### config.mk
export PLATFORM = sky130hd
export DESIGN_NAME = next_pc_unit
export DESIGN_NICKNAME = d
export VERILOG_FILES = /design/src/rtl/cpu_pkg.sv /design/src/rtl/pc_target_calc.sv /design/src/rtl/next_pc_unit.sv
export SDC_FILE = /design/constraint.sdc
export NUM_CORES = 1
export LEC_CHECK = 0
export CORE_UTILIZATION = 55
export CTS_CLUSTER_DIAMETER = 80
export DETAILED_ROUTE_END_ITERATION = 12
export DONT_BUFFER_PORTS = 1
export PLACE_DENSITY = 0.77
export SLEW_MARGIN = 0
export SYNTH_ARGS = -nofsm -noshare
export SYNTH_HDL_FRONTEND = slang
export SYNTH_SLANG_ARGS = --single-unit
### constraint.sdc
create_clock -name clk -period 4.6 [get_ports clk]
set_input_delay 0.46 -clock clk [delete_from_list [all_inputs] [get_ports clk]]
set_output_delay 0.46 -clock clk [all_outputs]
set_load 0.1 [all_outputs]
### src/rtl/cpu_pkg.sv
// Shared types and constants for the MIPS PC stage: state encoding, word width,
// default reset/exception addresses and next-PC path selection codes.
package cpu_pkg;

  localparam int unsigned WORD_W = 32;

  localparam logic [WORD_W-1:0] DEF_RESET_PC   = 32'h0000_0000;
  localparam logic [WORD_W-1:0] DEF_EXC_VECTOR = 32'h0000_0080;

  typedef enum logic [1:0] {
    BOOT   = 2'd0,
    RUN    = 2'd1,
    HALTED = 2'd2
  } state_t;

  typedef enum logic [2:0] {
    SEL_EXC    = 3'd0,
    SEL_JR_MIS = 3'd1,
    SEL_JR     = 3'd2,
    SEL_JUMP   = 3'd3,
    SEL_BRANCH = 3'd4,
    SEL_SEQ    = 3'd5
  } sel_t;

endpackage

### src/rtl/pc_target_calc.sv
// Combinational next-PC calculation: pc+4, branch/jump/jr targets and the
// fixed-priority selection of the next PC.
module pc_target_calc
  import cpu_pkg::*;
#(
  parameter logic [WORD_W-1:0] EXC_VECTOR = DEF_EXC_VECTOR
) (
  input  logic [WORD_W-1:0] pc,
  input  logic              exception,
  input  logic              jr,
  input  logic [WORD_W-1:0] jr_target,
  input  logic              jump,
  input  logic [25:0]       jump_index,
  input  logic              branch_taken,
  input  logic [WORD_W-1:0] branch_offset_sl2,
  output logic [WORD_W-1:0] pc_plus4,
  output logic [WORD_W-1:0] next_pc,
  output sel_t              sel
);

  logic [WORD_W-1:0] branch_target;
  logic [WORD_W-1:0] jump_target;

  assign pc_plus4      = pc + 32'd4;
  assign branch_target = pc_plus4 + branch_offset_sl2;
  assign jump_target   = {pc_plus4[31:28], jump_index, 2'b00};

  always_comb begin
    next_pc = pc_plus4;
    sel     = SEL_SEQ;
    if (exception) begin
      next_pc = EXC_VECTOR;
      sel     = SEL_EXC;
    end else if (jr && (jr_target[1:0] != 2'b00)) begin
      next_pc = EXC_VECTOR;
      sel     = SEL_JR_MIS;
    end else if (jr) begin
      next_pc = jr_target;
      sel     = SEL_JR;
    end else if (jump) begin
      next_pc = jump_target;
      sel     = SEL_JUMP;
    end else if (branch_taken) begin
      next_pc = branch_target;
      sel     = SEL_BRANCH;
    end
  end

endmodule

### src/rtl/next_pc_unit.sv
// Registered program counter with BOOT/RUN/HALTED control, stall and exception
// redirect. Define BRANCH_STATS_EN to add saturating taken/redirect counters.
module next_pc_unit
  import cpu_pkg::*;
#(
  parameter logic [WORD_W-1:0] RESET_PC   = DEF_RESET_PC,
  parameter logic [WORD_W-1:0] EXC_VECTOR = DEF_EXC_VECTOR
) (
  input  logic        clk,
  input  logic        rst_n,
  input  logic        stall,
  input  logic        branch_taken,
  input  logic [31:0] branch_offset_sl2,
  input  logic        jump,
  input  logic [25:0] jump_index,
  input  logic        jr,
  input  logic [31:0] jr_target,
  input  logic        exception,
  input  logic        halt_req,
  input  logic        resume,
  output logic [31:0] pc,
  output logic [31:0] pc_plus4,
  output logic        pc_valid,
  output logic        halted,
  output logic        misaligned
`ifdef BRANCH_STATS_EN
  ,
  output logic [31:0] taken_count,
  output logic [31:0] redirect_count
`endif
);

  state_t            state;
  logic [WORD_W-1:0] next_pc;
  sel_t              sel;

  pc_target_calc #(
    .EXC_VECTOR(EXC_VECTOR)
  ) u_calc (
    .pc               (pc),
    .exception        (exception),
    .jr               (jr),
    .jr_target        (jr_target),
    .jump             (jump),
    .jump_index       (jump_index),
    .branch_taken     (branch_taken),
    .branch_offset_sl2(branch_offset_sl2),
    .pc_plus4         (pc_plus4),
    .next_pc          (next_pc),
    .sel              (sel)
  );

  always_ff @(posedge clk or negedge rst_n) begin
    if (!rst_n) begin
      pc         <= RESET_PC;
      state      <= BOOT;
      pc_valid   <= 1'b0;
      halted     <= 1'b0;
      misaligned <= 1'b0;
    end else begin
      misaligned <= 1'b0;
      case (state)
        BOOT: begin
          state    <= RUN;
          pc_valid <= 1'b1;
        end
        RUN: begin
          // Exception overrides stall and halt_req; a stalled cycle retires
          // nothing, so halt_req only takes effect when the PC advances.
          if (exception) begin
            pc <= next_pc;
          end else if (!stall) begin
            pc         <= next_pc;
            misaligned <= (sel == SEL_JR_MIS);
            if (halt_req) begin
              state    <= HALTED;
              halted   <= 1'b1;
              pc_valid <= 1'b0;
            end
          end
        end
        HALTED: begin
          if (exception || resume) begin
            if (exception) pc <= next_pc;
            state    <= RUN;
            halted   <= 1'b0;
            pc_valid <= 1'b1;
          end
        end
        default: begin
          state    <= BOOT;
          pc_valid <= 1'b0;
          halted   <= 1'b0;
        end
      endcase
    end
  end

`ifdef BRANCH_STATS_EN
  logic pc_load;

  assign pc_load = ((state == RUN) && (exception || !stall)) ||
                   ((state == HALTED) && exception);

  always_ff @(posedge clk or negedge rst_n) begin
    if (!rst_n) begin
      taken_count    <= '0;
      redirect_count <= '0;
    end else begin
      if (pc_load && (sel == SEL_BRANCH) && (taken_count != '1))
        taken_count <= taken_count + 32'd1;
      if (pc_load && (sel != SEL_SEQ) && (redirect_count != '1))
        redirect_count <= redirect_count + 32'd1;
    end
  end
`endif

endmodule

==> metrics.md, run 1 <==
| Metric | Value |
|---|---|
| Via density | `between 6 and 7` |
| Worst-path fanout max | `5` |
| Worst slew pin tran | `1050 ps` |
| Crit-path cells | `buf_4 -> nand2_1 -> nor2_1 -> and3_1 -> xor2_2 -> buf_4 -> ha_1 -> a21o_1 -> a21o_1 -> nor3_1 -> a211oi_1 -> a211oi_1 -> o21ai_0 -> mux2i_1 -> o21a_1` |
| Worst slew margin | `0.300` |
| Setup violators final | `0` |
| RSZ-0062 raised after global routing | `no` |
| Die X | `slightly above 90 um` |
| Hold path cells | `1` |
| Final Cell Area | `approximately 5600 um^2` |
| Crit path launch type | `flip-flop` |
| Register Area | `937 um^2` |
| Worst setup EP type | `flip-flop` |
| Total grt overflow | `0` |
| Antenna-violating nets left | `0` |
| RR Startpoint | `pc[2]$_DFFE_PN0P_` |
| Chip height | `between 90 and 100 um` |
| DR pass1 iterations | `5` |
| Dpl hpwl | `~13000 um` |
| Initial Util | `0.578` |
| Seq cells post-synth | `36` |
| Fmax | `237 MHz` |
| Setup TNS | `0 ps` |
| H-tree depth | `2` |
| Deepest clock path buffer count | `2` |
| CP max stage delay | `approximately 510 ps` |
| Final wirelength | `approximately 16000 um` |
| Required time of the critical path | `about 4800 ps` |
| Initial antenna violation count | `1` |
| Post-DR wirelength/cell | `21.8 um` |
| Netlist cell types | `66` |
| # fillers | `between 600 and 700` |
| Worst skew pair latency | `approximately 300 ps` |
| # DRC | `0` |
| Post-synthesis sequential area ratio | `0.198` |
| Ranking of synthesized cells by area | `dfrtp_1, ha_1, xnor2_1, a21oi_1, nor2_1` |
| Synth warn | `0` |
| Max_cap viols | `0` |
| Fin crit period | `about 4200 ps` |
| Cell area after synthesis | `4560 um^2` |
| # IOs | `around 170` |
| Post-layout util | `0.711` |
| Ys async rst share | `1.00` |
| Synth top area share | `0.198` |
| Multi-input combinational cell area | `3820 um^2` |
| Placed Area | `5460 um^2` |
| Final net count | `around 780` |
| Reg2Reg Depth | `15` |
| DIE AREA | `about 8700 um^2` |
| Tcrit/Tclk final | `0.916` |
| Min-Delay Startpoint | `exception` |
| Max Slew Vio Count | `0` |
| Clk sinks | `36` |
| Post-synth top flop | `dfrtp_1` |
| Share of cells above drive strength 1 | `0.220` |
| R2R setup slack | `390 ps` |
| Crit Path Class | `flip-flop to flip-flop` |
| GR Util All Layers | `0.377` |
| P&R area growth vs syn | `23.0%` |
| Global-route wire length before repair | `25200 um` |
| Core Box Area | `7890 um^2` |
| Drt first-iter violations | `384` |
| Hold Path End | `pc[2]$_DFFE_PN0P_` |
| Worst min path class | `input pin to flip-flop` |
| Largest net degree at the start of global routing | `37` |
| Num rows | `32` |
| Yosys top cell by area | `dfrtp_1` |
| EDFF count, synth | `0` |
| Final hold vios | `0` |
| Post-CTS Setup Inserts | `0` |
| Clk_skew | `about 8.4 ps` |
| Outcome | `completed` |
| Root Buffer Master | `clkbuf_8` |
| Via count | `5018` |
| CP arrival | `between 4000 and 5000 ps` |
| CTS tree | `built` |
| Net Count, Synth | `roughly 730` |
| Vias in the first global route | `4877` |
| Mean Syn Cell Area | `7.72 um^2` |
| CP max stage cell | `a211oi_1` |
| Clock slew at reported path FFs | `90 ps` |
| R2R Path End | `pc[25]$_DFFE_PN0P_` |
| PortBufs | `0` |
| Placer congestion estimate | `about 0.98` |
| CTS Buf Count | `5` |
| Mapped Cells | `just under 600` |
## worst max-delay path: cells and delay by family (launching register included)
kind                       cells  cell delay, ps
AOI/OAI and AO/OA              6            1440
xor gates and xnor gates       1             230
adders and majority gates      1             330
buffers and inverters          2             650
DFF                            1             360
muxes                          1             200
and+or+nand+nor                4             930
## stage by stage
stage	hold WS, ps	setup slack [ps]	instances
6_report	247	385	745
5_1_grt	241	130	745
4_1_cts	250	323	744
3_5_place_dp	165	389	734
3_3_place_gp	165	537	734
2_1_floorplan	164	7.97	590
## synth_stat cells, types with 10 or more instances
| library cell | n |
|---|---|
| inv_1 | 19 |
| o21ai_0 | 35 |
| nand4_1 | 13 |
| and3_1 | 10 |
| nand2_1 | 55 |
| a21oi_1 | 62 |
| a21o_1 | 17 |
| clkbuf_1 | 20 |
| nor2_1 | 58 |
| xnor2_1 | 38 |
| ha_1 | 41 |
| o31ai_1 | 11 |
| nand3_1 | 13 |
| xor2_1 | 14 |
| dfrtp_1 | 36 |
## metal layers
metal / GRT usage / vias to the layer above / routed length (um)
li1: - / 2281 / -
met1: 0.500 / 2387 / 6610
met2: 0.604 / 302 / 7340
met3: 0.0927 / 48 / 1830
met4: 0.121 / 0 / 483
met5: 0 / - / 0
## registers in the layout, indices dropped and copies added, names as in the netlist
name,count
pc,32
pc_valid,1
misaligned,1
state,1
halted,1
## final cells by class
| type | instances | area share |
|---|---|---|
| flip-flops and latches | 36 | 0.167 |
| clock buffers | 5 | 0.0123 |
| diodes | 1 | 0.000446 |
| inverters | 19 | 0.0127 |
| clock inverters | 3 | 0.00759 |
| multi-input cells | 510 | 0.682 |
| repair buffers | 69 | 0.0951 |
| well taps | 102 | 0.0228 |
## cells by family (layout without fill, tap and decap cells)
family	after synthesis	count (layout)	synth area share
AOI/OAI and AO/OA	209	209	0.310
and+or+nand+nor	196	196	0.212
xor gates and xnor gates	53	53	0.104
buffers and inverters	44	96	0.0379
adders and majority gates	42	42	0.117
DFF	36	36	0.198
muxes	10	10	0.0222
other	0	1	0
## cells in the final DEF, fill, tap and decap left out, types with 6 or more instances in the layout
cell type	count
o21a_1	7
mux2i_1	9
dfrtp_2	11
a211oi_1	9
and3_1	10
dfrtp_4	6
a21oi_1	62
and2_1	6
nand3_1	13
nand2_1	55
a21o_1	17
xnor2_2	14
a22oi_1	9
o21bai_1	7
nand2b_1	9
inv_1	19
dfrtp_1	19
buf_4	67
nor3_1	7
nand4_1	13
o22ai_1	6
o31ai_1	11
ha_1	41
xor2_1	6
o21ai_0	34
xnor2_4	6
nor2_1	58
xnor2_1	19
## worst max path at each step
stage                            from            endpoint  slack [ps]  cells after the start
floorplan           pc[4]$_DFFE_PN0P_  pc[29]$_DFFE_PN0P_           8                     15
global placement    pc[2]$_DFFE_PN0P_  pc[29]$_DFFE_PN0P_         540                     17
detailed placement  pc[2]$_DFFE_PN0P_  pc[29]$_DFFE_PN0P_         390                     17
CTS                 pc[3]$_DFFE_PN0P_  pc[29]$_DFFE_PN0P_         320                     16
global route        pc[2]$_DFFE_PN0P_  pc[29]$_DFFE_PN0P_         130                     17
finish              pc[2]$_DFFE_PN0P_  pc[25]$_DFFE_PN0P_         390                     15
## what timing repair did
item / 4_1_cts / 5_1_grt
hold buffers: 2 / 0
endpoints found under the hold margin: 36 / 0
gates resized for setup: 0 / 2
setup endpoints to repair: 0 / 2
Power of run 1 is not shown: default switching activity piles up to over one toggle a cycle in this logic, so the estimate is an artifact.
==> run 2, diff against run 1 <==
- CORE_MARGIN: unset -> 1
==> results of run 2 <==
Final layout, timing and power as in run 1 (identical DEF).
Power of run 2 is left out for the same reason.
==> run 3, diff against run 2 <==
- CAP_MARGIN: unset -> 5
- PLACE_DENSITY: 0.77 -> unset
- PLACE_DENSITY_LB_ADDON: unset -> 0.25
==> run 3 against run 2 <==
Compared with the run above:
- final area shrank 0.33%
- via count grew 0.40%
- cell count is the same
- clock-buffer cell count grew 3
- register-to-register slack gained 30 ps
- critical endpoint is now pc[29]$_DFFE_PN0P_
==> metrics.md, run 3 (synthesized netlist as in run 1, its figures left out) <==
| Metric | Value |
|---|---|
| Outcome | `completed` |
| Antenna diode count | `0` |
| Worst setup EP type | `flip-flop` |
| CTS tree | `built` |
| CTS Buf Count | `5` |
| Root Buffer Master | `clkbuf_8` |
| Final net count | `between 700 and 800` |
| Post-DR wirelength/cell | `between 20 and 25 um` |
| Max_cap viols | `0` |
| Post-CTS Setup Inserts | `0` |
| Worst skew pair latency | `about 290 ps` |
| DIE AREA | `about 8700 um^2` |
| Final wirelength | `~16000 um` |
| Core Box Area | `7890 um^2` |
| Global-route wire length before repair | `24400 um` |
| Worst slew pin tran | `between 1000 and 1500 ps` |
| Setup violators final | `0` |
| Most frequent cells in the layout | `buf_4, a21oi_1, nor2_1` |
| Placer congestion estimate | `just under 1` |
| GR Util All Layers | `0.363` |
| Clock slew at reported path FFs | `80 ps` |
| Initial antenna violation count | `0` |
| R2R setup slack | `between 400 and 500 ps` |
| Required time of the critical path | `between 4000 and 5000 ps` |
| Max Slew Vio Count | `0` |
| # IOs | `~170` |
| Tcrit/Tclk final | `0.909` |
| Antenna-violating nets left | `0` |
| RSZ-0062 raised after global routing | `no` |
| Fin crit period | `roughly 4200 ps` |
| P&R area growth vs syn | `22.6%` |
| Clk_skew | `approximately 8.4 ps` |
| CP arrival | `4370 ps` |
| Final hold vios | `0` |
| Max reg flops | `32` |
| H-tree depth | `2` |
| Crit path launch type | `flip-flop` |
| Num rows | `32` |
| Drt first-iter violations | `~400` |
| Chip height | `a little over 90 um` |
| Vias in the first global route | `around 4900` |
| Clk sinks | `36` |
| Via count | `~5000` |
| Worst slew margin | `0.294` |
| Reg2Reg Depth | `16` |
| Largest net degree at the start of global routing | `37` |
| PortBufs | `0` |
| R2R Path End | `pc[29]$_DFFE_PN0P_` |
| # DRC | `0` |
| Dpl hpwl | `roughly 12000 um` |
| Worst min path class | `input pin to asynchronous set/reset pin` |
| Setup TNS | `0 ps` |
| Worst-path fanout max | `6` |
| Share of cells above drive strength 1 | `0.218` |
| Crit Path Class | `flip-flop to flip-flop` |
| Commonest non-fill, non-tap cell in the layout | `buf_4` |
| RR Startpoint | `pc[2]$_DFFE_PN0P_` |
| Fmax | `239 MHz` |
| Die X | `93.0 um` |
| Deepest clock path buffer count | `2` |
| Via density | `6.76` |
| Most flops, register | `pc` |
| Initial Util | `0.578` |
| Total grt overflow | `0` |
| DR pass1 iterations | `7` |
-- run 3: worst max-delay path by stage --
stage,start,end,slack (ps),depth (start not counted)
2_1_floorplan,pc[4]$_DFFE_PN0P_,pc[29]$_DFFE_PN0P_,8,15
3_3_place_gp,pc[3]$_DFFE_PN0P_,pc[29]$_DFFE_PN0P_,500,17
3_5_place_dp,pc[3]$_DFFE_PN0P_,pc[29]$_DFFE_PN0P_,410,17
4_1_cts,pc[3]$_DFFE_PN0P_,pc[29]$_DFFE_PN0P_,350,17
5_1_grt,pc[2]$_DFFE_PN0P_,pc[29]$_DFFE_PN0P_,20,16
6_report,pc[2]$_DFFE_PN0P_,pc[29]$_DFFE_PN0P_,420,16
-- run 3: layout make-up --
type	instances	area, um^2
clock buffers	8	100
fillers	653	2300
inverters	19	71.3
multi-input cells	510	3810
flip-flops and latches	36	937
well taps	102	128
repair buffers	70	538
-- run 3: through the flow --
stage                     worst slack [ps]  instance area, um^2  std cells   util  hold slack [ps]
after floorplan                       7.97                 4920        590      -              164
after global placement                 496                 5470        736  0.693              166
after detailed placement               410                 5470        736  0.693              165
after CTS                              351                 5590        745  0.708             6.22
after global routing                  23.0                 5590        745  0.708             4.32
final                                  418                 5590        745  0.708             5.14
-- run 3: repair_timing --
item / 4_1_cts / 5_1_grt
endpoints found under the hold margin: 36 / 0
hold buffers: 1 / 0
setup endpoints to repair: 0 / 2
gates resized for setup: 0 / 1
-- run 3: worst max-delay path: stages (launching register included) --
cell and delay (ps):
dfrtp_2 360, ha_1 260, and4_1 270, nand2_1 150, nor3_1 350, nand2b_1 300
xnor2_4 210, ha_1 410, nand2_1 100, o21ai_1 310, nor2_1 100, a211o_1 300
a21oi_1 280, o21ai_0 180, xnor2_1 160, mux2i_1 90, a221oi_1 250
-- run 3: layer usage --
layer / track usage / up-vias / wire [um]
li1: - / 2284 / -
met1: 0.497 / 2383 / 6380
met2: 0.575 / 333 / 7040
met3: 0.0813 / 38 / 1880
met4: 0.101 / 0 / 412
met5: 0 / - / 0
Power of run 3 is left out for the same reason.
